**config.mk**
```make
export PLATFORM = sky130hd
export DESIGN_NAME = alu_serial_flat
export DESIGN_NICKNAME = d
export VERILOG_FILES = /design/src/rtl/alu_serial_if.sv /design/src/rtl/alu_serial.sv /design/src/flat_wrapper.sv
export SDC_FILE = /design/constraint.sdc
export NUM_CORES = 1
export LEC_CHECK = 0
export ABC_AREA = 0
export BUFFER_PORTS_ARGS = -buffer_cell sky130_fd_sc_hd__buf_4
export CORE_MARGIN = 2
export CORE_UTILIZATION = 40
export DETAILED_ROUTE_END_ITERATION = 10
export PLACE_DENSITY_LB_ADDON = 0.05
export SLEW_MARGIN = 20
export SYNTH_ARGS = -nofsm -noshare
export SYNTH_HDL_FRONTEND = slang
export SYNTH_SLANG_ARGS = --single-unit
export TNS_END_PERCENT = 5
```
**constraint.sdc**
```tcl
create_clock -name clk -period 3.3 [get_ports clk]
set_clock_uncertainty 0.05 [all_clocks]
set_input_delay 0.66 -clock clk [delete_from_list [all_inputs] [get_ports clk]]
set_output_delay 0.66 -clock clk [all_outputs]
set_load 0.005 [all_outputs]
```
**src/rtl/alu_serial_if.sv**
```systemverilog
// Handshake and operand/result bundle for the bit-serial ALU.
// The ovf signal exists only when ALU_SERIAL_OVF_EN is defined.
interface alu_serial_if #(
   parameter int WIDTH = 8
);
   logic             start;
   logic [WIDTH-1:0] a;
   logic [WIDTH-1:0] b;
   logic [1:0]       op;
   logic             busy;
   logic             done;
   logic [WIDTH-1:0] s;
   logic             cout;
`ifdef ALU_SERIAL_OVF_EN
   logic             ovf;

   modport master (
      output start, a, b, op,
      input  busy, done, s, cout, ovf
   );

   modport slave (
      input  start, a, b, op,
      output busy, done, s, cout, ovf
   );
`else
   modport master (
      output start, a, b, op,
      input  busy, done, s, cout
   );

   modport slave (
      input  start, a, b, op,
      output busy, done, s, cout
   );
`endif
endinterface

```
**src/rtl/alu_serial.sv**
```systemverilog
// Bit-serial ALU (ADD/SUB/OR/XOR), one result bit per clock, LSB first, through a
// single 1-bit slice with registered carry. Optional signed overflow: ALU_SERIAL_OVF_EN.
//
// state | meaning
// IDLE  | waiting for start; s/cout hold the last result
// RUN   | one slice evaluation per cycle, WIDTH cycles
// DONE  | one-cycle done pulse, result valid
module alu_serial #(
   parameter int WIDTH = 8
) (
   input  logic         clk,
   input  logic         rst,
   alu_serial_if.slave  bus
);
   localparam int CW = (WIDTH > 1) ? $clog2(WIDTH) : 1;
   localparam logic [CW-1:0] CNT_LAST = CW'(WIDTH - 1);

   localparam logic [1:0] OP_ADD = 2'b00;
   localparam logic [1:0] OP_SUB = 2'b01;

   typedef enum logic [1:0] {
      IDLE = 2'b00,
      RUN  = 2'b01,
      DONE = 2'b10
   } state_t;

   state_t           state;
   state_t           state_nxt;
   logic             busy_c;
   logic             done_c;

   logic [WIDTH-1:0] a_sr;
   logic [WIDTH-1:0] b_sr;
   logic [WIDTH-1:0] s_q;
   logic [1:0]       op_q;
   logic [CW-1:0]    cnt;
   logic             c_q;
   logic             cout_q;

   logic             accept;
   logic             last;
   logic             arith;
   logic             a_bit;
   logic             b_bit;
   logic             sum_bit;
   logic             carry_n;
   logic             res_bit;
   logic             c_next;

   assign accept = (state == IDLE) && bus.start;
   assign last   = (cnt == CNT_LAST);

   // Slice: SUB is a + ~b + 1, the +1 coming from the carry preload at start.
   assign arith   = ~op_q[1];
   assign a_bit   = a_sr[0];
   assign b_bit   = b_sr[0] ^ (op_q == OP_SUB);
   assign sum_bit = a_bit ^ b_bit ^ c_q;
   assign carry_n = (a_bit & b_bit) | (a_bit & c_q) | (b_bit & c_q);
   assign res_bit = arith ? sum_bit : (op_q[0] ? (a_sr[0] ^ b_sr[0]) : (a_sr[0] | b_sr[0]));
   assign c_next  = arith & carry_n;

   always_ff @(posedge clk or posedge rst) begin
      if (rst) begin
         state <= IDLE;
      end else begin
         state <= state_nxt;
      end
   end

   always_comb begin
      state_nxt = state;
      busy_c    = 1'b0;
      done_c    = 1'b0;
      case (state)
         IDLE: begin
            if (bus.start) begin
               state_nxt = RUN;
            end
         end
         RUN: begin
            busy_c = 1'b1;
            if (last) begin
               state_nxt = DONE;
            end
         end
         DONE: begin
            done_c    = 1'b1;
            state_nxt = IDLE;
         end
         default: begin
            state_nxt = IDLE;
         end
      endcase
   end

   always_ff @(posedge clk or posedge rst) begin
      if (rst) begin
         a_sr   <= '0;
         b_sr   <= '0;
         s_q    <= '0;
         op_q   <= OP_ADD;
         cnt    <= '0;
         c_q    <= 1'b0;
         cout_q <= 1'b0;
      end else if (accept) begin
         a_sr   <= bus.a;
         b_sr   <= bus.b;
         s_q    <= '0;
         op_q   <= bus.op;
         cnt    <= '0;
         c_q    <= (bus.op == OP_SUB);
         cout_q <= 1'b0;
      end else if (state == RUN) begin
         a_sr <= a_sr >> 1;
         b_sr <= b_sr >> 1;
         s_q  <= {res_bit, s_q[WIDTH-1:1]};
         cnt  <= cnt + 1'b1;
         c_q  <= c_next;
         if (last) begin
            cout_q <= c_next;
         end
      end
   end

`ifdef ALU_SERIAL_OVF_EN
   logic ovf_q;

   // On the last slice c_q is the carry into the MSB and carry_n the carry out of it.
   always_ff @(posedge clk or posedge rst) begin
      if (rst) begin
         ovf_q <= 1'b0;
      end else if (accept) begin
         ovf_q <= 1'b0;
      end else if ((state == RUN) && last) begin
         ovf_q <= arith & (c_q ^ carry_n);
      end
   end

   assign bus.ovf = ovf_q;
`endif

   assign bus.busy = busy_c;
   assign bus.done = done_c;
   assign bus.s    = s_q;
   assign bus.cout = cout_q;
endmodule
```
**src/flat_wrapper.sv**
```systemverilog
// flat-port wrapper written by rule: the top's interface ports become plain ports
module alu_serial_flat 
#(
   parameter int WIDTH = 8
)
  (clk, rst, bus_start, bus_a, bus_b, bus_op, bus_busy, bus_done, bus_s, bus_cout);
  alu_serial_if #(.WIDTH(WIDTH)) bus_i ();
  input  logic clk;
  input  logic rst;
  input wire logic [$bits(bus_i.start)-1:0] bus_start;
  input wire logic [$bits(bus_i.a)-1:0] bus_a;
  input wire logic [$bits(bus_i.b)-1:0] bus_b;
  input wire logic [$bits(bus_i.op)-1:0] bus_op;
  output wire logic [$bits(bus_i.busy)-1:0] bus_busy;
  output wire logic [$bits(bus_i.done)-1:0] bus_done;
  output wire logic [$bits(bus_i.s)-1:0] bus_s;
  output wire logic [$bits(bus_i.cout)-1:0] bus_cout;
  assign bus_i.start = bus_start;
  assign bus_i.a = bus_a;
  assign bus_i.b = bus_b;
  assign bus_i.op = bus_op;
  assign bus_busy = bus_i.busy;
  assign bus_done = bus_i.done;
  assign bus_s = bus_i.s;
  assign bus_cout = bus_i.cout;
  alu_serial #(.WIDTH(WIDTH)) u_core (.clk(clk), .rst(rst), .bus(bus_i));
endmodule
```
* Word level (Yosys, flattened, before mapping)
Index checks and enable logic that the tools add are counted.
Operators by class: $add $sub $neg 1, equal/unequal tests 7, muxes and demuxes 20, bitwise gates (word level) 12, reduce and logical (&&, ||, !) cells 6
Operators by type and width (number):
- $mux W8 | 6
- $mux W1 | 9
- $eq A2 B1 Y1 const B | 3
- $mux W3 | 2
- $and A1 B1 Y1 | 4
- $mux W2 | 2
- $pmux W2 S2 | 1
- $reduce_and A2 Y1 | 2
- $reduce_bool A2 Y1 | 2
- $xor A1 B1 Y1 | 4
- $add A3 B1 Y3 const B | 1
- $eq A3 B3 Y1 const B | 1
- $or A1 B1 Y1 | 3
- $eq A2 B2 Y1 const B | 1
- $logic_not A2 Y1 | 1
- $ne A2 B1 Y1 const B | 1
- $ne A2 B2 Y1 const B | 1
- $logic_and A1 B1 Y1 | 1
- $not A1 Y1 | 1
Storage, ports and cells: register bits after elaboration 33, output and inout bits 11, logic and storage cells 54

* Logic depth before layout (Yosys ltp)
Gate-level depths: netlist of the first run.
word-level depth 9, mapped depth 6, depth with buffers taken out 6

* Worst setup path before layout of the first run
No wires, ideal clock.
path kind flip-flop to flip-flop, from register u_core.op_q[0], to register u_core.cout_q (netlist: u_core.bus.cout), setup time 0.077 ns, data arrival time 1.579 ns, path slack 1.594 ns, stages on the path, launching flop included 6, path buffers 0, period minus slack after synthesis 1.706 ns, cells stage by stage dfrtp_1 nor2b_1 xnor2_1 fa_1 or4_1 a21oi_1
On the way: word-level cells in the longest chain between the ends 9
RTL lines:
- from (decl) | RTL line alu_serial.sv:35 | logic [1:0] op_q;
- from (signal assigned) | RTL line alu_serial.sv:109 | op_q <= bus.op;
- $eq A2 B1 Y1 * | RTL line alu_serial.sv:56 | assign b_bit = b_sr[0] ^ (op_q == OP_SUB);
- $xor A1 B1 Y1 * | RTL line alu_serial.sv:56
- $and A1 B1 Y1 | RTL line alu_serial.sv:58 | assign carry_n = (a_bit & b_bit) | (a_bit & c_q) | (b_bit & c_q);
- $or A1 B1 Y1 | RTL line alu_serial.sv:58
- $or A1 B1 Y1 * | RTL line alu_serial.sv:58
- $and A1 B1 Y1 * | RTL line alu_serial.sv:60 | assign c_next = arith & carry_n;
- $mux W1 * | RTL line alu_serial.sv:119 | if (last) begin
- $mux W1 * | RTL line alu_serial.sv:113 | end else if (state == RUN) begin
- $mux W1 * | RTL line alu_serial.sv:105 | end else if (accept) begin
- to (signal assigned) | RTL line alu_serial.sv:120 | cout_q <= c_next;
- to (decl) | RTL line alu_serial.sv:38 | logic cout_q;
Mark *: on every way between the ends. The rest lies on a longest branch, timed or not. The select of a mux whose other input is x is not followed. A chain may end at the register's enable or synchronous reset.

* Worst setup path after layout of the first run
from register u_core.state[0], to output port bus_busy
On the way: word-level cells in the longest chain between the ends 2
RTL lines:
- from (decl) | RTL line alu_serial.sv:27 | state_t state;
- from (signal assigned) | RTL line alu_serial.sv:66 | state <= state_nxt;
- $eq A2 B1 Y1 | RTL line alu_serial.sv:74 | case (state)
- $mux W1 | RTL line alu_serial.sv:74
- to (decl) | RTL line flat_wrapper.sv:14 | output wire logic [$bits(bus_i.busy)-1:0] bus_busy;
Every way passes these cells.

==> impl_metrics.tcl, run 1 <==
set metrics [dict create \
    run_status "complete, no violations" \
    hold_path_class "in -> async" \
    drc 0 \
    place_hpwl_um 2051 \
    syn-cell-area_sq_um 1570 \
    layout_setup_ws_ps 745.6 \
    wl_met2_um 1427 \
    r2r_start "u_core.state[0]$_DFFE_PP0P_" \
    drt-total-wl_um 3150 \
    ys_seq_area_frac 0.5259 \
    via_per_inst 5.321 \
    tightest_slew_ps 714.8 \
    rows 22 \
    synth_seq_cells 33 \
    grt_antenna_before_repair 0 \
    yosys_warnings 0 \
    ios 32 \
    cts_tree "done" \
    synth_cells 142 \
    nets 197 \
    track_usage 0.1638 \
    cp-start-kind "flip-flop" \
    initial_core_util 0.4226 \
    endpoint_kind "primary output" \
    ir_drop_mv 0.3236 \
    path_class "reg -> out" \
    power_density_nw_per_um2 866.2 \
    leakage_nw 0.8994 \
    dpl_cell_area_sq_um 1819 \
    relSlewSlack 0.5235 \
    clock.fmax_mhz 391.5 \
    die_h_um 66.66 \
    cts_resized 0 \
    arrival_ps 1840 \
    fin_tns_setup_ps 0 \
    wl_met3_um 180 \
    synth.distinct_cells 31 \
    rsz0062_at_grt "no" \
    yosys_most_used_dff "dfrtp_1" \
    clk_latency_ps 280 \
    ant_nets 0 \
    cts_hold_buf 0 \
    hold_violations 0 \
    die_w_um 66.66 \
    cts-buffers-inserted 5 \
    globalplace.congestion 0.7388 \
    power_frac_clock 0.234 \
    met1Wirelength_um 1496 \
    critPathRequiredTime_ps 2590 \
    switchingPower_mw 0.5584 \
    area_growth_pct 23.27 \
    setup_violations 0 \
    worstPathMaxFanout 24 \
    seq_power_share 0.432 \
    final_layout_size_suffix_gt1_frac 0.2543 \
    holdWs_ps 425.1 \
    cts.reportedPaths.clkPinSlew_ps 70 \
    grt_pass1_wl_um 5285 \
    combPwrFrac 0.334 \
    clock_sinks 33 \
    cts_setup_buffers 0 \
    cts.htree.levels 2 \
    coreArea_sq_um 3716 \
    clk_path_buf_depth 2 \
    cts_root_buffer "clkbuf_8" \
    diodes 0 \
    drv_cap 0 \
    dr.pass1.iters 4 \
    syn_area_per_cell_sq_um 11.06 \
    crit_path_start "u_core.state[0]$_DFFE_PP0P_" \
    die-area_sq_um 4443 \
    overflow 0 \
    p_sw_frac 0.3331 \
    grt_max_degree 34 \
    drv_slew 0 \
    drt_iter0_drc 75 \
    final_area_sq_um 1936 \
    async_flop_share 1.000 \
    synth_fp_nets 167 \
    place_ws_ps 1088 \
    p_int_mw 1.118 \
    grt_pass1_vias 1094 \
    io_buffers 31 \
    min_period_ps 2554 \
    synth_edf_count 0 \
    dr.max_layer_used "met4" \
    finalCritPeriodShare 0.7741 \
    routedWlPerCell_um 14.25 \
    route.vias.total 1176 \
]
## metrics by stage
| stage | instances | total power [mW] | util |
|---|---|---|---|
| floorplan | 142 | 1.113 | - |
| global placement | 213 | 1.279 | 0.4896 |
| detailed placement | 213 | 1.299 | 0.4896 |
| CTS | 221 | 1.694 | 0.5209 |
| global route | 221 | 1.817 | 0.5209 |
| finish | 221 | 1.677 | 0.5209 |
## state kept, by name, summed over array words and instances, names as in the netlist
register / count
u_core.op_q: 2
u_core.bus.s: 8
u_core.c_q: 1
u_core.a_sr: 8
u_core.b_sr: 8
u_core.bus.cout: 1
u_core.state: 2
u_core.cnt: 3
## cells in the mapped netlist, types with 2 or more instances
cell / n / area [sq um]
buf_2: 4 / 20.02
dfrtp_1: 33 / 825.8
o21ai_0: 16 / 80.08
a21oi_1: 13 / 65.06
and2b_1: 3 / 22.52
a2bb2oi_1: 2 / 17.52
nor2b_1: 11 / 68.82
clkbuf_1: 2 / 7.510
a22o_1: 11 / 96.34
ha_1: 3 / 37.54
nand2b_1: 2 / 12.51
and3b_1: 2 / 17.52
nor2_1: 2 / 7.510
mux2_2: 2 / 22.52
nand2_1: 5 / 18.77
a22oi_1: 12 / 90.09
inv_1: 5 / 18.77
## logic make-up (layout without fill, tap and decap cells)
group / count (synthesis) / in the layout / share of synthesized area
AO/OA/AOI/OAI: 59 / 59 / 0.2534
XOR/XNOR: 1 / 1 / 0.005579
adder cells (fa/ha/maj): 4 / 4 / 0.03666
buffers and inverters: 15 / 46 / 0.04701
flip-flops: 33 / 33 / 0.5259
multiplexers: 3 / 3 / 0.02072
AND/OR/NAND/NOR: 27 / 27 / 0.1108
## cell type report
| type | instances | area (sq um) |
|---|---|---|
| repair buffers | 32 | 240.2 |
| flip-flops and latches | 33 | 825.8 |
| well taps | 48 | 60.06 |
| inverters | 6 | 22.52 |
| fillers | 339 | 1780 |
| clock inverters | 1 | 30.03 |
| multi-input cells | 94 | 670.6 |
| clock buffers | 7 | 86.33 |
## critical path, cell delays in order (launching register included)
cell      delay [ps]
dfrtp_1          810
nand2b_1         200
inv_2            360
buf_4            190
## layer usage
layer | up-vias | global-route usage
li1 | 573 | -
met1 | 573 | 0.2162
met2 | 26 | 0.2425
met3 | 4 | 0.05912
met4 | 0 | 0.06888
met5 | - | 0
## path summary, 6_finish.rpt
check                      slack, ps                           to  depth (start not counted)
max in group asynchronous       2480   u_core.b_sr[1]$_DFFE_PP0P_                          3
hold / removal                   430  u_core.state[1]$_DFFE_PP0P_                          3
setup reg to reg                1480  u_core.bus.cout$_DFFE_PP0P_                          3
setup / recovery                 750                     bus_busy                          3
hold reg to reg                  440   u_core.b_sr[6]$_DFFE_PP0P_                          2
min in group clk                 440   u_core.b_sr[6]$_DFFE_PP0P_                          2
## power groups by stage
| stage | Clock [mW] | Combinational, mW | Sequential, mW |
|---|---|---|---|
| after CTS | 0.400 | 0.572 | 0.722 |
| after detailed placement | 0 | 0.570 | 0.729 |
| after global placement | 0 | 0.555 | 0.724 |
| final | 0.393 | 0.560 | 0.724 |
| after global routing | 0.427 | 0.640 | 0.750 |
| after floorplan | 0 | 0.445 | 0.667 |
## placed cells by master (no fill, tap or decap), drive strengths merged, types with 2 or more instances in the layout
master	instances
ha	3
and3b	2
a22o	11
buf	32
o21ai	17
nand2	5
inv	6
a22oi	12
nand2b	2
mux2	2
a21oi	13
nor2b	11
clkbuf	7
nor2	2
a2bb2oi	2
dfrtp	33
and2b	3
No activity file was read; power rests on OpenSTA's default activity.
==> run 2: changes to the inputs <==
- clock period: 3.3 -> 2.55 ns (I/O delays scaled with it)
==> impl_metrics.tcl, run 2 (synthesis results as in run 1) <==
set metrics [dict create \
    globalplace.congestion 0.7483 \
    hold_path_class "in -> async" \
    nets 199 \
    routedWlPerCell_um 14.48 \
    cts_root_buffer "clkbuf_8" \
    io_buffers 31 \
    multiInputGateArea_sq_um 670.6 \
    track_usage 0.1649 \
    drt_iter0_drc 86 \
    clk_path_buf_depth 2 \
    grt_max_degree 34 \
    path_class "reg -> out" \
    die_h_um 66.66 \
    cts_resized 0 \
    die_w_um 66.66 \
    crit_path_max_incr_delay_ps 370 \
    drv_cap 0 \
    via_per_inst 5.220 \
    crit_slowest_cell "dfrtp_1" \
    grt_pass1_wl_um 5430 \
    die-area_sq_um 4443 \
    final_cell_mix "34 x buf_4, 33 x dfrtp_1, 16 x o21ai_0" \
    fillers 342 \
    leakage_nw 0.9083 \
    clock.fmax_mhz 516.3 \
    critPathRequiredTime_ps 1990 \
    drt-total-wl_um 3229 \
    cts.htree.levels 2 \
    coreArea_sq_um 3716 \
    arrival_ps 1380 \
    relSlewSlack 0.6847 \
    initial_core_util 0.4226 \
    grt_antenna_before_repair 0 \
    run_status "complete, no violations" \
    area_growth_pct 24.46 \
    route.vias.total 1164 \
    drv_slew 0 \
    rsz0062_at_grt "no" \
    layout_commonest_cell "buf_4" \
    cp.buffers_inverters 2 \
    finalCritPeriodShare 0.7595 \
    ant_nets 0 \
    grt_pass1_vias 1113 \
    final_util 0.5259 \
    ios 32 \
    cts-buffers-inserted 5 \
    diodes 0 \
    crit_family "buffers and inverters" \
    path_cells "nand2b_1 > inv_2 > buf_4" \
    tightest_slew_ps 471.7 \
    seqCellArea_sq_um 825.8 \
    fin_tns_setup_ps 0 \
    ir_drop_mv 0.4403 \
    cts_hold_buf 0 \
    cts_tree "done" \
    final_layout_size_suffix_gt1_frac 0.2686 \
    cts.reportedPaths.clkPinSlew_ps 70 \
    min_period_ps 1937 \
    cp-start-kind "flip-flop" \
    worstPathMaxFanout 24 \
    dr.pass1.iters 4 \
    clock_sinks 33 \
    power_density_nw_per_um2 1120 \
    setup_violations 0 \
    place_hpwl_um 2124 \
    overflow 0 \
    cts_setup_buffers 0 \
    clk_latency_ps 280 \
    endpoint_kind "primary output" \
    drc 0 \
    hold_violations 0 \
    rows 22 \
]
run 2: cell count changes in the layout (fill, tap and decap cells not counted):
cell,previous run,this run
clkinvlp_4,0,1
clkbuf_1,1,0
buf_4,32,34
run 2: final timing paths:
check	start	end	slack, ps	cells after the start
min in group clk	bus_a[7]	u_core.a_sr[7]$_DFFE_PP0P_	390	2
hold reg to reg	u_core.b_sr[6]$_DFFE_PP0P_	u_core.b_sr[6]$_DFFE_PP0P_	450	2
setup reg to reg	u_core.op_q[0]$_DFFE_PP0P_	u_core.bus.cout$_DFFE_PP0P_	770	5
hold / removal	rst	u_core.bus.s[0]$_DFFE_PP0P_	280	3
setup / recovery	u_core.state[1]$_DFFE_PP0P_	bus_busy	610	3
max in group asynchronous	rst	u_core.a_sr[0]$_DFFE_PP0P_	1870	3
run 2: worst reg2reg max path, cell delays in order (launching register included):
cell and delay [ps]:
dfrtp_1 400, nor2b_1 140, xnor2_1 130, fa_1 380, or4_1 470, a21oi_1 130
run 2: final cells by class:
class,instances,area share
clock buffers,6,0.04225
multi-input cells,94,0.3432
well taps,48,0.03073
flip-flops and latches,33,0.4225
repair buffers,34,0.1306
inverters,6,0.01152
clock inverters,2,0.01921
run 2: power breakdown:
part           switching (mW)  leakage [nW]  internal, mW  total [mW]
combinational           0.391         0.424         0.405       0.796
sequential              0.151         0.427         0.737       0.888
clock                   0.188        0.0574         0.317       0.505
total                   0.730         0.908          1.46        2.19
run 2: routing by layer:
layer  share of wire  global-route usage  wire [um]  vias up
li1                -                   -          -      581
met1            0.48              0.2317       1544      557
met2            0.47              0.2375       1509       22
met3           0.044             0.05574        143        4
met4          0.0096             0.05357         31        0
met5               0                   0          0        -
run 2: through the flow:
stage / hold WS, ps / instance area [sq um] / setup WS, ps / std cells / total power, mW
6_report: 276.7 / 1954 / 613.2 / 223 / 2.189
3_5_place_dp: 431.6 / 1834 / 771.0 / 215 / 1.707
4_1_cts: 280.4 / 1954 / 590.5 / 223 / 2.224
5_1_grt: 292.5 / 1954 / 525.7 / 223 / 2.380
2_1_floorplan: 400.2 / 1570 / 843.9 / 142 / 1.440
3_3_place_gp: 414.6 / 1834 / 812.4 / 215 / 1.676
==> run 3: changes to the inputs <==
- ABC_AREA: 0 -> 1
- clock period: 2.55 -> 1.8 ns (I/O delays scaled with it)
==> impl_metrics.tcl, run 3 <==
set metrics [dict create \
    fillers 361 \
    syn_area_per_cell_sq_um 9.272 \
    clk_latency_ps 280 \
    cts.htree.levels 2 \
    cts_tree "done" \
    synth_fp_nets 193 \
    relSlewSlack 0.7201 \
    ir_drop_mv 0.7155 \
    grt_max_degree 34 \
    crit_slowest_cell "fa_1" \
    cts_root_buffer "clkbuf_8" \
    synth_top_area_frac 0.5301 \
    yosys_most_used_dff "dfrtp_1" \
    synth.distinct_cells 24 \
    fin_tns_setup_ps 0 \
    drt-total-wl_um 3017 \
    clk_path_buf_depth 2 \
    hold_path_class "in -> async" \
    tightest_slew_ps 419.9 \
    arrival_ps 1770 \
    rsz0062_at_grt "no" \
    overflow 0 \
    io_buffers 31 \
    grt_antenna_before_repair 0 \
    synthTopCellsByCount "54 x nand2_1, 33 x dfrtp_1, 15 x inv_1, 9 x nand2_2, 9 x nand3_2" \
    setup_violations 0 \
    track_usage 0.1601 \
    syn-cell-area_sq_um 1558 \
    nets 229 \
    leakage_nw 0.9989 \
    drv_cap 0 \
    yosys_warnings 0 \
    path_cells "inv_1 > nand2_1 > xor2_1 > fa_1 > a21oi_1 > o21ai_0 > nand2_1" \
    place_hpwl_um 2149 \
    clock_sinks 33 \
    routedWlPerCell_um 11.97 \
    ant_nets 0 \
    seqCellArea_sq_um 825.8 \
    run_status "complete, no violations" \
    synth_cells 168 \
    dr.pass1.iters 4 \
    synth_edf_count 0 \
    layout_setup_ws_ps 201.3 \
    drt_iter0_drc 98 \
    reg2regPathDepth 7 \
    place_ws_ps 224.1 \
    cts_setup_buffers 0 \
    cts-buffers-inserted 5 \
    ys_seq_area_frac 0.5301 \
    path_class "reg -> reg" \
    die_h_um 66.41 \
    cts.reportedPaths.clkPinSlew_ps 60 \
    ys_top_cells_by_area "dfrtp_1 53%, nand2_1 13%, nand3_2 5.8%, inv_1 3.6%, nand2_2 3.6%" \
    initial_core_util 0.4192 \
    die-area_sq_um 4410 \
    async_flop_share 1.000 \
    synth_seq_cells 33 \
    diodes 0 \
    worstPathMaxFanout 3 \
    cp.buffers_inverters 1 \
    worst-path-stages 7 \
    synth.most_common_cell "nand2_1" \
    endpoint_kind "flip-flop" \
    min_period_ps 1599 \
    critPathRequiredTime_ps 1970 \
    use_met3 0.05111 \
    finalCritPeriodShare 0.8882 \
    grt_pass1_vias 1177 \
    use_met2 0.2538 \
    rows 22 \
    drv_slew 0 \
    cts_resized 0 \
    yosys.area.top_type "dfrtp_1" \
    crit_family "adder cells" \
    crit_path_max_incr_delay_ps 450 \
    layout_commonest_cell "nand2_1" \
    grt_pass1_wl_um 5237 \
    coreArea_sq_um 3716 \
    multiInputGateArea_sq_um 606.8 \
    die_w_um 66.41 \
    clock.fmax_mhz 625.5 \
    hold_violations 0 \
    route.vias.total 1207 \
    final_cell_mix "54 x nand2_1, 34 x buf_4, 33 x dfrtp_1" \
    power_density_nw_per_um2 1555 \
    use_met1 0.1996 \
    cts_hold_buf 0 \
    globalplace.congestion 0.8075 \
    area_growth_pct 22.65 \
    cpMostUsedCell "nand2_1" \
    cp-start-kind "flip-flop" \
    grt_busiest_layer "met2" \
    final_layout_size_suffix_gt1_frac 0.3186 \
    drc 0 \
    via_per_inst 4.790 \
    ios 32 \
]
[run 3: cell count changes in the layout (fill, tap and decap cells not counted), moves of 3 or more]
| cell | delta |
|---|---|
| nor2_1 | +4 |
| a22o_1 | -11 |
| o21ai_0 | -12 |
| o22ai_1 | +5 |
| o21ai_1 | +3 |
| inv_1 | +10 |
| nand3_2 | +9 |
| nand2_2 | +9 |
| a21oi_1 | -11 |
| nand2_1 | +49 |
| nor2b_1 | -11 |
| nand3_1 | +6 |
| a22oi_1 | -12 |
| and2b_1 | -3 |
[run 3: layout make-up]
cell class / count / area share
Clock buffer: 7 / 0.04519
Inverter: 19 / 0.03995
Multi-Input combinational cell: 111 / 0.3176
Sequential cell: 33 / 0.4322
Tap cell: 48 / 0.03143
Timing Repair Buffer: 34 / 0.1336
[run 3: kinds of logic after synthesis]
family | share of synthesized area
adder cells (fa/ha/maj) | 0.03695
flip-flops | 0.5301
XOR/XNOR | 0.005624
buffers and inverters | 0.08032
AND/OR/NAND/NOR | 0.2803
AO/OA/AOI/OAI | 0.06667
[run 3: final timing paths]
path,slack [ps],endpoint,start
worst max-delay path,200,u_core.bus.s[7]$_DFFE_PP0P_,u_core.op_q[1]$_DFFE_PP0P_
worst min register to register,430,u_core.cnt[0]$_DFFE_PP0P_,u_core.cnt[0]$_DFFE_PP0P_
max in group asynchronous,1280,u_core.bus.s[3]$_DFFE_PP0P_,rst
min in group clk,240,u_core.a_sr[2]$_DFFE_PP0P_,bus_a[2]
worst min-delay path,120,u_core.bus.s[5]$_DFFE_PP0P_,rst
worst max register to register,200,u_core.bus.s[7]$_DFFE_PP0P_,u_core.op_q[1]$_DFFE_PP0P_
[run 3: worst reg2reg max path, stage by stage, from the launching register on]
cell and delay [ps]:
dfrtp_1 390, inv_1 90, nand2_1 70, xor2_1 190
fa_1 450, a21oi_1 140, o21ai_0 90, nand2_1 70
[run 3: metal layers]
metal	wire length, um	share of wire
met5	0	0
met4	49	0.016
met3	121	0.040
met2	1476	0.49
met1	1369	0.45
[run 3: power breakdown]
part	internal [mW]	total (mW)	switching, mW	leakage, nW
clock network	0.303	0.550	0.247	0.0443
logic	0.517	1.19	0.670	0.527
registers	1.05	1.23	0.182	0.427
total	1.87	2.97	1.10	0.999
[run 3: per-stage QoR]
step	area, sq um	hold slack [ps]	power, mW	utilization	cells
final	1911	121.9	2.971	0.5141	252
after global routing	1911	164.1	3.250	0.5141	252
after CTS	1911	129.0	3.032	0.5141	252
after detailed placement	1824	416.5	2.467	0.4909	245
after global placement	1824	411.2	2.412	0.4909	245
after floorplan	1558	395.9	2.080	-	168
